## src/rtl/bus_rr_router.sv

```systemverilog
// Round-robin shared-bus arbiter: grants one pending terminal, pops its packet and
// delivers it unicast or broadcast under receive backpressure. Optional macro: BUS_RR_WDOG_EN.
module bus_rr_router #(
    parameter int              drvrs     = 5,
    parameter int              pckg_sz   = 16,
    parameter int              id_w      = 8,
    parameter logic [id_w-1:0] broadcast = {id_w{1'b1}},
    parameter int              wd_cycles = 64
) (
    input  logic                     clk,
    input  logic                     reset,
    input  logic [drvrs-1:0]         pndng,
    input  logic [drvrs*pckg_sz-1:0] D_pop,
    output logic [drvrs-1:0]         pop,
    input  logic [drvrs-1:0]         full,
    output logic [drvrs-1:0]         push,
    output logic [pckg_sz-1:0]       D_push,
    output logic                     busy,
    output logic [15:0]              pkt_cnt,
    output logic [15:0]              drop_cnt
);

    localparam int GW = (drvrs > 1) ? $clog2(drvrs) : 1;

    if (drvrs < 2 || drvrs > 16 || pckg_sz < id_w + 1 || wd_cycles < 1) begin : g_cfg_err
        $error("bus_rr_router: unsupported parameter set");
    end

    typedef enum logic [1:0] {ST_IDLE, ST_POP, ST_WAIT, ST_PUSH} state_t;

    state_t               state_q, state_d;
    logic [GW-1:0]        grant_q, grant_d;
    logic [pckg_sz-1:0]   pkt_q, pkt_d;
    logic [drvrs-1:0]     mask_q, mask_d;
    logic [15:0]          pkt_cnt_q, pkt_cnt_d;
    logic [15:0]          drop_cnt_q, drop_cnt_d;

    logic [GW-1:0]        rr_hi, rr_lo, rr_idx;
    logic                 rr_hit_hi;
    logic [id_w-1:0]      dest;
    logic [drvrs-1:0]     grant_oh;
    logic [drvrs-1:0]     tgt;
    logic                 tgt_ok;

`ifdef BUS_RR_WDOG_EN
    localparam int WCW = $clog2(wd_cycles + 1);
    logic [WCW-1:0]       wcnt_q, wcnt_d;
`endif

    function automatic logic [15:0] sat_inc(input logic [15:0] v);
        return (v == 16'hFFFF) ? v : v + 16'd1;
    endfunction

    // grant_q doubles as last_grant: the search starts just after it and wraps.
    always_comb begin
        rr_hi     = '0;
        rr_lo     = '0;
        rr_hit_hi = 1'b0;
        for (int i = drvrs - 1; i >= 0; i--) begin
            if (pndng[i]) begin
                rr_lo = GW'(i);
                if (GW'(i) > grant_q) begin
                    rr_hi     = GW'(i);
                    rr_hit_hi = 1'b1;
                end
            end
        end
        rr_idx = rr_hit_hi ? rr_hi : rr_lo;
    end

    always_comb begin
        dest = pkt_q[pckg_sz-1 -: id_w];
        for (int i = 0; i < drvrs; i++) begin
            grant_oh[i] = (grant_q == GW'(i));
        end
        tgt = '0;
        if (dest == broadcast) begin
            tgt    = ~grant_oh;
            tgt_ok = 1'b1;
        end else begin
            for (int i = 0; i < drvrs; i++) begin
                tgt[i] = (dest == id_w'(i));
            end
            tgt_ok = |tgt;
        end
    end

    always_comb begin
        state_d    = state_q;
        grant_d    = grant_q;
        pkt_d      = pkt_q;
        mask_d     = mask_q;
        pkt_cnt_d  = pkt_cnt_q;
        drop_cnt_d = drop_cnt_q;
`ifdef BUS_RR_WDOG_EN
        wcnt_d     = wcnt_q;
`endif
        case (state_q)
            ST_IDLE: begin
                if (|pndng) begin
                    grant_d = rr_idx;
                    state_d = ST_POP;
                end
            end
            ST_POP: begin
                for (int i = 0; i < drvrs; i++) begin
                    if (grant_q == GW'(i)) pkt_d = D_pop[i*pckg_sz +: pckg_sz];
                end
`ifdef BUS_RR_WDOG_EN
                wcnt_d  = '0;
`endif
                state_d = ST_WAIT;
            end
            ST_WAIT: begin
                if (!tgt_ok) begin
                    drop_cnt_d = sat_inc(drop_cnt_q);
                    state_d    = ST_IDLE;
                end else if ((tgt & full) == '0) begin
                    mask_d  = tgt;
                    state_d = ST_PUSH;
                end else begin
`ifdef BUS_RR_WDOG_EN
                    wcnt_d = wcnt_q + 1'b1;
                    if (wcnt_d == WCW'(wd_cycles)) begin
                        drop_cnt_d = sat_inc(drop_cnt_q);
                        state_d    = ST_IDLE;
                    end
`endif
                end
            end
            ST_PUSH: begin
                pkt_cnt_d = sat_inc(pkt_cnt_q);
                state_d   = ST_IDLE;
            end
            default: state_d = ST_IDLE;
        endcase
    end

    always_ff @(posedge clk or negedge reset) begin
        if (!reset) begin
            state_q    <= ST_IDLE;
            grant_q    <= GW'(drvrs - 1);
            pkt_q      <= '0;
            mask_q     <= '0;
            pkt_cnt_q  <= '0;
            drop_cnt_q <= '0;
        end else begin
            state_q    <= state_d;
            grant_q    <= grant_d;
            pkt_q      <= pkt_d;
            mask_q     <= mask_d;
            pkt_cnt_q  <= pkt_cnt_d;
            drop_cnt_q <= drop_cnt_d;
        end
    end

`ifdef BUS_RR_WDOG_EN
    always_ff @(posedge clk or negedge reset) begin
        if (!reset) wcnt_q <= '0;
        else        wcnt_q <= wcnt_d;
    end
`endif

    // Strobes come only from registered state so they cannot glitch on input changes.
    always_comb begin
        pop  = (state_q == ST_POP)  ? grant_oh : '0;
        push = (state_q == ST_PUSH) ? mask_q   : '0;
    end

    assign D_push   = pkt_q;
    assign busy     = (state_q != ST_IDLE);
    assign pkt_cnt  = pkt_cnt_q;
    assign drop_cnt = drop_cnt_q;

endmodule

```

## config.mk

```make
export PLATFORM = sky130hd
export DESIGN_NAME = bus_rr_router
export DESIGN_NICKNAME = d
export VERILOG_FILES = /design/src/rtl/bus_rr_router.sv
export SDC_FILE = /design/constraint.sdc
export NUM_CORES = 1
export LEC_CHECK = 0
export CORE_ASPECT_RATIO = 1.75
export CORE_UTILIZATION = 35
export CTS_CLUSTER_DIAMETER = 60
export DETAILED_ROUTE_END_ITERATION = 8
export DONT_BUFFER_PORTS = 1
export HOLD_SLACK_MARGIN = 0.02
export PLACE_DENSITY_LB_ADDON = 0.2
export SLEW_MARGIN = 5
export SYNTH_ARGS = -nofsm -noshare
export SYNTH_HDL_FRONTEND = slang
export SYNTH_SLANG_ARGS = --single-unit
```

## constraint.sdc

```tcl
create_clock -name clk -period 2.2 [get_ports clk]
set_input_delay 0.22 -clock clk [delete_from_list [all_inputs] [get_ports clk]]
set_output_delay 0.22 -clock clk [all_outputs]
set_load 0.01 [all_outputs]
```

== Word-level counts from Yosys, hierarchy flattened ==
Cells that the tools add are included.
W data, S select, Z words.

* Bitwise gates (word level): 5
* Muxes and demuxes: 39
* Add/sub/neg operators: 2
* Eq/ne operators: 16
* Order comparisons: 5
* Reductions and logical operators: 14

{| class="wikitable"
|+ Operators by type and width
! kind !! count
|-
| $mux W16 || 5
|-
| $mux W3 || 16
|-
| $add A16 B1 Y16 const B || 2
|-
| $eq A16 B16 Y1 const B || 2
|-
| $eq A8 B2 Y1 const B || 2
|-
| $mux W5 || 3
|-
| $mux W1 || 11
|-
| $reduce_or A5 Y1 || 2
|-
| $eq A8 B1 Y1 const B || 1
|-
| $eq A8 B3 Y1 const B || 1
|-
| $eq A8 B8 Y1 const B || 1
|-
| $logic_not A8 Y1 || 1
|-
| $pmux W2 S4 || 1
|-
| $reduce_and A2 Y1 || 4
|-
| $eq A3 B2 Y1 const B || 2
|-
| $gt A1 B3 Y1 const A || 2
|-
| $gt A2 B3 Y1 const A || 2
|-
| $mux W2 || 3
|-
| $reduce_and A3 Y1 || 2
|-
| $and A5 B5 Y5 || 1
|-
| $logic_not A5 Y1 || 1
|-
| $not A5 Y5 || 1
|-
| $reduce_bool A5 Y1 || 1
|-
| $eq A2 B2 Y1 const B || 2
|-
| 10 further kinds || 12
|}

* Register bits after elaboration: 58
* Logic and storage cells: 87

== Logic depth before layout (Yosys ltp) ==
Gate-level depths: netlist of the first run.

* Word-level depth: 12
* Gate-level depth with buffers: 9
* Mapped depth without buffers: 7

== Worst setup path before layout of the first run ==
OpenSTA, ideal clock, no wires.

* Path kind: reg2reg
* Start: register drop_cnt_q[0], in the netlist drop_cnt[0]
* End: register drop_cnt_q[12], in the netlist drop_cnt[12]
* Arrival time: 2061 ps
* Path buffers: 1
* Cell stages (with the launch flop): 9
* Clock period less this slack: 2186 ps
* Data required time: 2075 ps
* Setup time: 125 ps
* Setup slack: 14 ps
* Cell sequence: dfrtp_1 > ha_1 > and3_1 > and3_1 > and4_1 > nor3b_2 > buf_2 > nand4_1 > xnor2_1

* Cells in the longest elaborated chain, start to end: 3

{| class="wikitable"
|+ Ends and longest elaborated chain
! item !! RTL line !! text
|-
| start: declaration || 36 || <nowiki>logic [15:0] drop_cnt_q, drop_cnt_d;</nowiki>
|-
| start signal: assignment || 153 || <nowiki>drop_cnt_q <= drop_cnt_d;</nowiki>
|-
| branches (longest 3 deep; another with $add A16 B1 Y16) || n/a ||
|}

Several ways; the timed one is not identified.
A chain may end at the register's enable or synchronous reset.

== Final worst setup path of the first run ==
* Start: register pkt_q[13], in the netlist D_push[13]
* End: register mask_q[3]

* Cells in the longest elaborated chain, start to end: 5

{| class="wikitable"
|+ Ends and longest elaborated chain
! item !! RTL line !! text
|-
| start: declaration || 33 || <nowiki>logic [pckg_sz-1:0] pkt_q, pkt_d;</nowiki>
|-
| start signal: assignment || 150 || <nowiki>pkt_q <= pkt_d;</nowiki>
|-
| $eq A8 B8 Y1, or another cell as far along || 77 || <nowiki>if (dest == broadcast) begin</nowiki>
|-
| $mux W5 || 77 ||
|-
| $and A5 B5 Y5 || 118 || <nowiki>end else if ((tgt & full) == '0) begin</nowiki>
|-
| $logic_not A5 Y1 || 118 ||
|-
| $reduce_and A3 Y1 (no source line) || n/a ||
|-
| end signal: assignment || 151 || <nowiki>mask_q <= mask_d;</nowiki>
|-
| end: declaration || 34 || <nowiki>logic [drvrs-1:0] mask_q, mask_d;</nowiki>
|}

Parallel ways exist; a longest one is shown, timed or not.

==> results of run 1 <==
cell families after synthesis:
family                     count (synthesis)  share of synthesized area [%]
DFF                                       58                          41.70
AOI/OAI and AO/OA                         94                          17.46
adders and majority gates                  2                         0.7183
xor gates and xnor gates                  29                          7.292
buffers and inverters                     33                          4.202
and+or+nand+nor                          136                          19.86
muxes                                     26                          8.764
registers in the layout, summed over array words and instances, names as in the netlist:
| name | count |
|---|---|
| grant_q | 3 |
| pkt_cnt | 16 |
| state_q | 2 |
| mask_q | 5 |
| drop_cnt | 16 |
| D_push | 16 |
stage by stage:
| step | utilization (%) | area (µm²) | std cells | hold WS, ps | setup WS (ps) |
|---|---|---|---|---|---|
| floorplan | - | 3483 | 378 | -75.59 | 13.55 |
| global placement | 39.81 | 3816 | 510 | -74.46 | 76.63 |
| detailed placement | 39.81 | 3816 | 510 | -74.44 | 38.51 |
| CTS | 43.39 | 4159 | 527 | 86.82 | 24.59 |
| global route | 43.41 | 4161 | 527 | 93.27 | 60.67 |
| finish | 43.41 | 4161 | 527 | 98.11 | 91.96 |
layer usage:
layer,GRT usage [%],wire length [µm]
met2,39.23,5518
met1,16.27,3132
met4,7.442,149
met5,0,0
met3,6.190,639
cell usage after synthesis (3+ instances only):
cell type  number
dfrtp_1        57
nand2_1        42
a211oi_1       33
nor2_1         29
o21ai_0        28
xnor2_1        20
clkbuf_1       18
mux2i_1        17
nand4_1        15
o21ai_1        13
and3_1         12
nand3_1         9
xor2_1          9
a21oi_1         6
inv_1           6
mux2_4          6
and2_1          5
buf_2           5
nor3_1          5
and4_1          4
nor2b_1         3
nor4_1          3
cells in the final DEF, fill, tap and decap left out, drive strengths merged, types with 2 or more instances in the layout:
cell and count:
nand2b 2, mux2 8, o21ai 41, nor3b 2
o22ai 2, nand3 9, nor3 6, xor2 9
clkbuf 13, a211oi 33, nor4 3, a21oi 6
and3 12, nand2 42, ha 2, inv 7
and2 5, xnor2 20, and4 4, nor2b 3
dfrtp 57, mux2i 17, nand4 15, buf 37
nor2 31
how the worst min path moves through the flow:
stage	slack (ps)	endpoint	cells past startpoint	start
floorplan	-80	D_push[0]	0	reset
global placement	-70	drop_cnt[6]	0	reset
detailed placement	-70	drop_cnt[6]	0	reset
CTS	90	D_push[15]	2	D_pop[63]
global route	90	D_push[11]	2	D_pop[59]
finish	100	D_push[4]	2	D_pop[52]
worst max-delay path, stage by stage (launching register included):
cell and delay (ps):
dfrtp_1 380, or4_4 570, nor2_4 120, a32oi_1 60, a221o_1 290, or2_4 280
mux2_4 300
final cells by class:
type                    instances  area (µm²)
clock inverters                 2       35.03
flip-flops and latches         58        1453
clock buffers                  13       270.3
multi-input cells             287        1892
repair buffers                 38       332.8
well taps                     122       152.6
inverters                       7       26.28
fillers                       940        5424
what timing repair did:
action                     in CTS  in global routing
gates resized for setup         0                  1
hold endpoints to repair       58                  0
hold buffers                    2                  0
setup endpoints to repair       0                  5
power by group through the flow:
stage	clock, mW	sequential (mW)	combinational [mW]
floorplan	0	1.72	1.58
global placement	0	1.75	2.29
detailed placement	0	1.76	2.34
CTS	1.47	1.75	2.37
global route	1.51	1.79	2.61
finish	1.42	1.74	2.34
==> results.md, run 1 <==
- Final setup violation count: 0
- Post-Synthesis Cells: 378
- Yosys top cell by area: dfrtp_1
- Unrepaired setup endpoints after global routing: no
- CTS Root Buffer Type: clkbuf_16
- Post-synth ARST share: 100.0%
- Vias in the first global route: 3211
- Clk_lat worst skew: 330 ps
- Reg2Reg Setup Slack: 90 ps
- # nets final: 495
- Syn_nets: 472
- Post-DP HPWL: 7319 µm
- Post-route ant nets: 0
- Initial antenna violation count: 0
- Core Rows: 47
- Max frequency: 474.4 MHz
- # Post-CTS Setup Buffers: 0
- Peak supply drop: 0.6786 mV
- Synth top area share: 40.95%
- Core area: 9585 µm²
- Switching share of power: 39.24%
- Cts bufs inserted: 9
- Worst Setup Path Type: reg2reg
- EDFF count, synth: 0
- R2r startpoint: D_push[13]
- Max-Cap Viols: 0
- GP Congestion: 0.7785
- PwrDens: 1322 nW/µm²
- CP arrival: 2320 ps
- Setup Skew: 5.584 ps
- Clk pwr share: 25.8%
- TritonCTS clock tree: yes
- Hold crit path type: in2reg
- Global-route wire length before repair: 15240 µm
- Post-synthesis sequential area ratio: 41.70%
- Diodes inserted: 0
- Worst-path clk slew: 50 ps
- Leakage: 1.809 nW
- Number of distinct library cells after synthesis: 49
- Initial Util: 36.34%
- IO Count: 151
- Share of post-route cells with drive strength above 1: 17.78%
- H-tree levels: 3
- Critical Path Sink: mask_q[3]
- Slew Limit Fails: 0
- Total power: 5.503 mW
- Via/cell ratio: 5.636
- Clock Tree Buf Depth: 2
- CP startpoint kind: register
- Overflow after GRT: 0
- Pint: 3.344 mW
- Avg WL per Cell: 17.91 µm
- CP max FO: 5
- Min Tclk post-route: 2108 ps
- All-Layer GR Usage: 19.16%
- Port Buf Inserts: 0
- Final setup TNS: 0 ps
- Comb power frac: 42.6%
- CTS Sinks: 58
- Post-synthesis register bit count: 58
- Die W: 77.41 µm
- Share of power burned in registers: 31.6%
- DR vias: 2970
- CP Capture Type: register
- Synth top area cells: dfrtp_1 (41%), a211oi_1 (7.1%), xnor2_1 (5.0%)
- Synth warn: 0
- Mean Syn Cell Area: 9.215 µm²
- Final Hold Viols: 0
- Die area: 10370 µm²
- Crit. Startpoint: D_push[13]
- Area growth syn-to-layout: 19.47%
- Slew @ Worst Pin: 616.1 ps
- R2R depth: 6
- Largest net degree at the start of global routing: 59
- P_sw: 2.159 mW
- Number of remaining DRC errors: 0
- Die height: 134.0 µm
- Crit path required time: 2410 ps
- Headroom to the max-slew limit: 58.54%
- R2r endpoint: mask_q[3]
- Top FF cell, synth: dfrtp_1
- Starting DRT DRC Count: 73
- Period Utilization, post-route: 95.82%
- Detailed Routing Iterations Pass 1: 4
- Post-Syn Area: 3483 µm²
- Final wirelength: 9440 µm
- Status: finished clean
Note: power is estimated with default switching activity, not from simulation.
==> run 2, diff against run 1 <==
- ABC_AREA: unset -> 1
==> run 2 against run 1 <==
- clock skew increased by 1.4 ps
- total power decreased by 1.0%
- highest routed layer unchanged
- routed wire length increased by 11%
- critical path type unchanged
- global-route usage increased by 0.25 points
==> results.md, run 2 <==
- Status: finished clean
- Worst Setup Path Type: reg2reg
- Synth warn: 0 (unchanged)
- R2R depth: 8 (+2)
- Period Utilization, post-route: 87.79% (-8.0 points)
- Pre-CTS setup slack: 251.6 ps (+213.1 ps)
- Yosys top cell by area: dfrtp_1
- Fillers: 1053 (+12%)
- Clk_lat worst skew: 330 ps (about the same)
- Final setup margin: 268.6 ps (+176.6 ps)
- CP peak stage delay: 500 ps (-70 ps)
- Overflow after GRT: 0 (unchanged)
- Synth top area share: 37.74% (-3.2 points)
- Top FF cell, synth: dfrtp_1
- Slew Limit Fails: 0 (unchanged)
- CP arrival: 2140 ps (-180 ps)
- Max frequency: 517.8 MHz (+9.1%)
- H-tree levels: 3 (unchanged)
- Clock Tree Buf Depth: 2 (unchanged)
- Count leader, synth: nand2_1
- Core Rows: 49 (+4.3%)
- Final setup violation count: 0 (unchanged)
- Most common cell after layout, fill and taps aside: nand2_1
- Register area: 1453 µm² (unchanged)
- Post-synthesis register bit count: 58 (unchanged)
- Cell area after layout: 4272 µm² (+2.6%)
- EDFF count, synth: 0 (unchanged)
- Final wirelength: 10440 µm (+11%)
- Commonest non-fill, non-tap cells in the layout: nand2_1 (128), nand3_1 (63), dfrtp_1 (57)
- Core area: 10360 µm² (+8.1%)
- Peak supply drop: 0.6806 mV (+0.30%)
- Die area: 11240 µm² (+8.3%)
- Unrepaired setup endpoints after global routing: no
- Setup Skew: 7.014 ps (+1.430 ps)
- Slew @ Worst Pin: 543.9 ps (-72.28 ps)
- Crit path required time: 2410 ps (about the same)
- Hold crit path type: in2reg
- Crit-path cells: inv_1 -> nand2_1 -> nor2_1 -> nand2_1 -> nand4_1 -> nor2_4 -> nand2_1 -> xor2_1
- Die W: 80.56 µm (+4.1%)
- Post-route ant nets: 0 (unchanged)
- Post-Syn Area: 3780 µm² (+8.5%)
- Detailed Routing Iterations Pass 1: 4 (unchanged)
- CP max FO: 26 (+21)
- Post-Place Cells: 652 (+28%)
- Cts bufs inserted: 9 (unchanged)
- Synth top area cells: dfrtp_1 (38%), nand2_1 (13%), nand3_1 (8.3%)
- Die height: 139.5 µm (+4.1%)
- Initial antenna violation count: 0 (unchanged)
- GP Congestion: 0.9060 (+16%)
- CTS Sinks: 58 (unchanged)
- Top cells by count, synth: nand2_1 (128), nand3_1 (63), dfrtp_1 (57), inv_1 (55), nor2_1 (55)
- IO Count: 151 (unchanged)
- Multi-input logic area: 1997 µm² (+5.6%)
- Avg WL per Cell: 15.58 µm (-13%)
- Global-route wire length before repair: 16730 µm (+9.7%)
- Share of post-route cells with drive strength above 1: 8.287% (-9.5 points)
- Post-DP HPWL: 8222 µm (+12%)
- Initial Util: 36.48% (+0.14 points)
- TritonCTS clock tree: yes
- Hold Crit Depth: 2 (unchanged)
- Headroom to the max-slew limit: 63.66% (+5.1 points)
- Mean Syn Cell Area: 7.052 µm² (-23%)
- Final setup TNS: 0 ps (unchanged)
- Worst-path clk slew: 50 ps (about the same)
- Area growth syn-to-layout: 13.01%
- DR vias: 3506 (+18%)
- All-Layer GR Usage: 19.41% (+0.25 points)
- Final std cells w/o fill: 670 (+27%)
- CTS Root Buffer Type: clkbuf_16
- Largest net degree at the start of global routing: 59 (unchanged)
- Starting DRT DRC Count: 156 (+110%)
- Number of distinct library cells after synthesis: 32 (-35%)
- Vias in the first global route: 3538 (+10%)
- Port Buf Inserts: 0 (unchanged)
- PwrDens: 1275 nW/µm² (-3.6%)
- Via/cell ratio: 5.233 (-7.1%)
- Syn_nets: 630 (+33%)
- # nets final: 632 (+28%)
- Post-synthesis sequential area ratio: 38.43% (-3.3 points)
- # Post-CTS Setup Buffers: 0 (unchanged)
- Final Hold Viols: 0 (unchanged)
- Min Tclk post-route: 1931 ps (-176.6 ps)
- Number of remaining DRC errors: 0 (unchanged)
- Post-synth ARST share: 100.0% (unchanged)
- CP most frequent cell: nand2_1
- CP startpoint kind: register
- CP Capture Type: register
- Diodes inserted: 0 (unchanged)
- Max-Cap Viols: 0 (unchanged)
- Placed instance area: 3914 µm² (+2.6%)
- Leakage: 1.962 nW (+8.5%)
- Post-Synthesis Cells: 536 (+42%)
- Slowest stage cell, crit path: nor2_4
-- run 2: cell count changes in the layout (fill, tap and decap cells not counted), sizes merged, moves of 17 or more --
cell / delta
nand2: +87
xor2: +17
nor2: +30
inv: +55
mux2i: -17
a211oi: -33
xnor2: -17
buf: -28
nand3: +56
-- run 2: per-stage QoR --
stage / hold slack [ps] / total power [mW] / utilization, %
final: 58.07 / 5.446 / 41.23
after floorplan: -75.59 / 3.418 / -
after global routing: 71.93 / 5.906 / 41.23
after detailed placement: -74.39 / 3.964 / 37.77
after CTS: 34.84 / 5.525 / 41.23
after global placement: -74.47 / 3.915 / 37.77
-- run 2: kinds of logic (layout without fill, tap and decap cells) --
family                     count (synthesis)  in the layout  synth area share, %
adders and majority gates                  2              2               0.6619
AOI/OAI and AO/OA                         84             84                12.65
buffers and inverters                     81             88                8.739
DFF                                       58             58                38.43
and+or+nand+nor                          281            281                32.51
xor gates and xnor gates                  29             29                6.720
muxes                                      1              1               0.2979
-- run 2: worst max-delay path: cells and delay by family (launching register included) --
kind | cells | cell delay [ps]
and+or+nand+nor | 6 | 1050
buffers and inverters | 1 | 110
DFF | 1 | 460
xor gates and xnor gates | 1 | 180
-- run 2: cell type report --
class                      count  share of cell area, %
inverter                      62                  5.448
tap                          127                  3.720
clock buffer                  11                  5.682
timing repair buffer          10                  2.578
clock inverter                 5                  1.816
multi-input combinational    397                  46.75
sequential                    58                  34.01
-- run 2: routing by layer --
| layer | vias to the layer above | wire length (µm) | track usage (%) |
|---|---|---|---|
| li1 | 1759 | - | - |
| met1 | 1613 | 3587 | 17.99 |
| met2 | 121 | 5992 | 37.96 |
| met3 | 13 | 663 | 4.590 |
| met4 | 0 | 197 | 8.647 |
| met5 | - | 0 | 0 |
-- run 2: path summary, 6_finish.rpt --
check	start	end	slack, ps
setup / recovery	D_push[8]	drop_cnt[5]	270
hold / removal	pndng[4]	grant_q[2]	60
setup reg to reg	D_push[8]	drop_cnt[5]	270
hold reg to reg	mask_q[3]	mask_q[3]	470
max in group asynchronous	reset	grant_q[2]	1470
min in group asynchronous	reset	pkt_cnt[11]	440
-- run 2: what timing repair did --
action / 4_1_cts / 5_1_grt
hold buffers: 2 / 0
hold endpoints to repair: 58 / 0
resized for setup: 0 / 0
-- run 2: power by group --
part,internal (mW),switching [mW]
Clock,1.02,0.492
Sequential,1.35,0.426
Combinational,0.765,1.39
==> run 3, diff against run 2 <==
- ABC_AREA: 1 -> unset
- SLEW_MARGIN: 5 -> unset
==> results of run 3 <==
No change in the layout: final DEF, timing and power equal those of run 1.
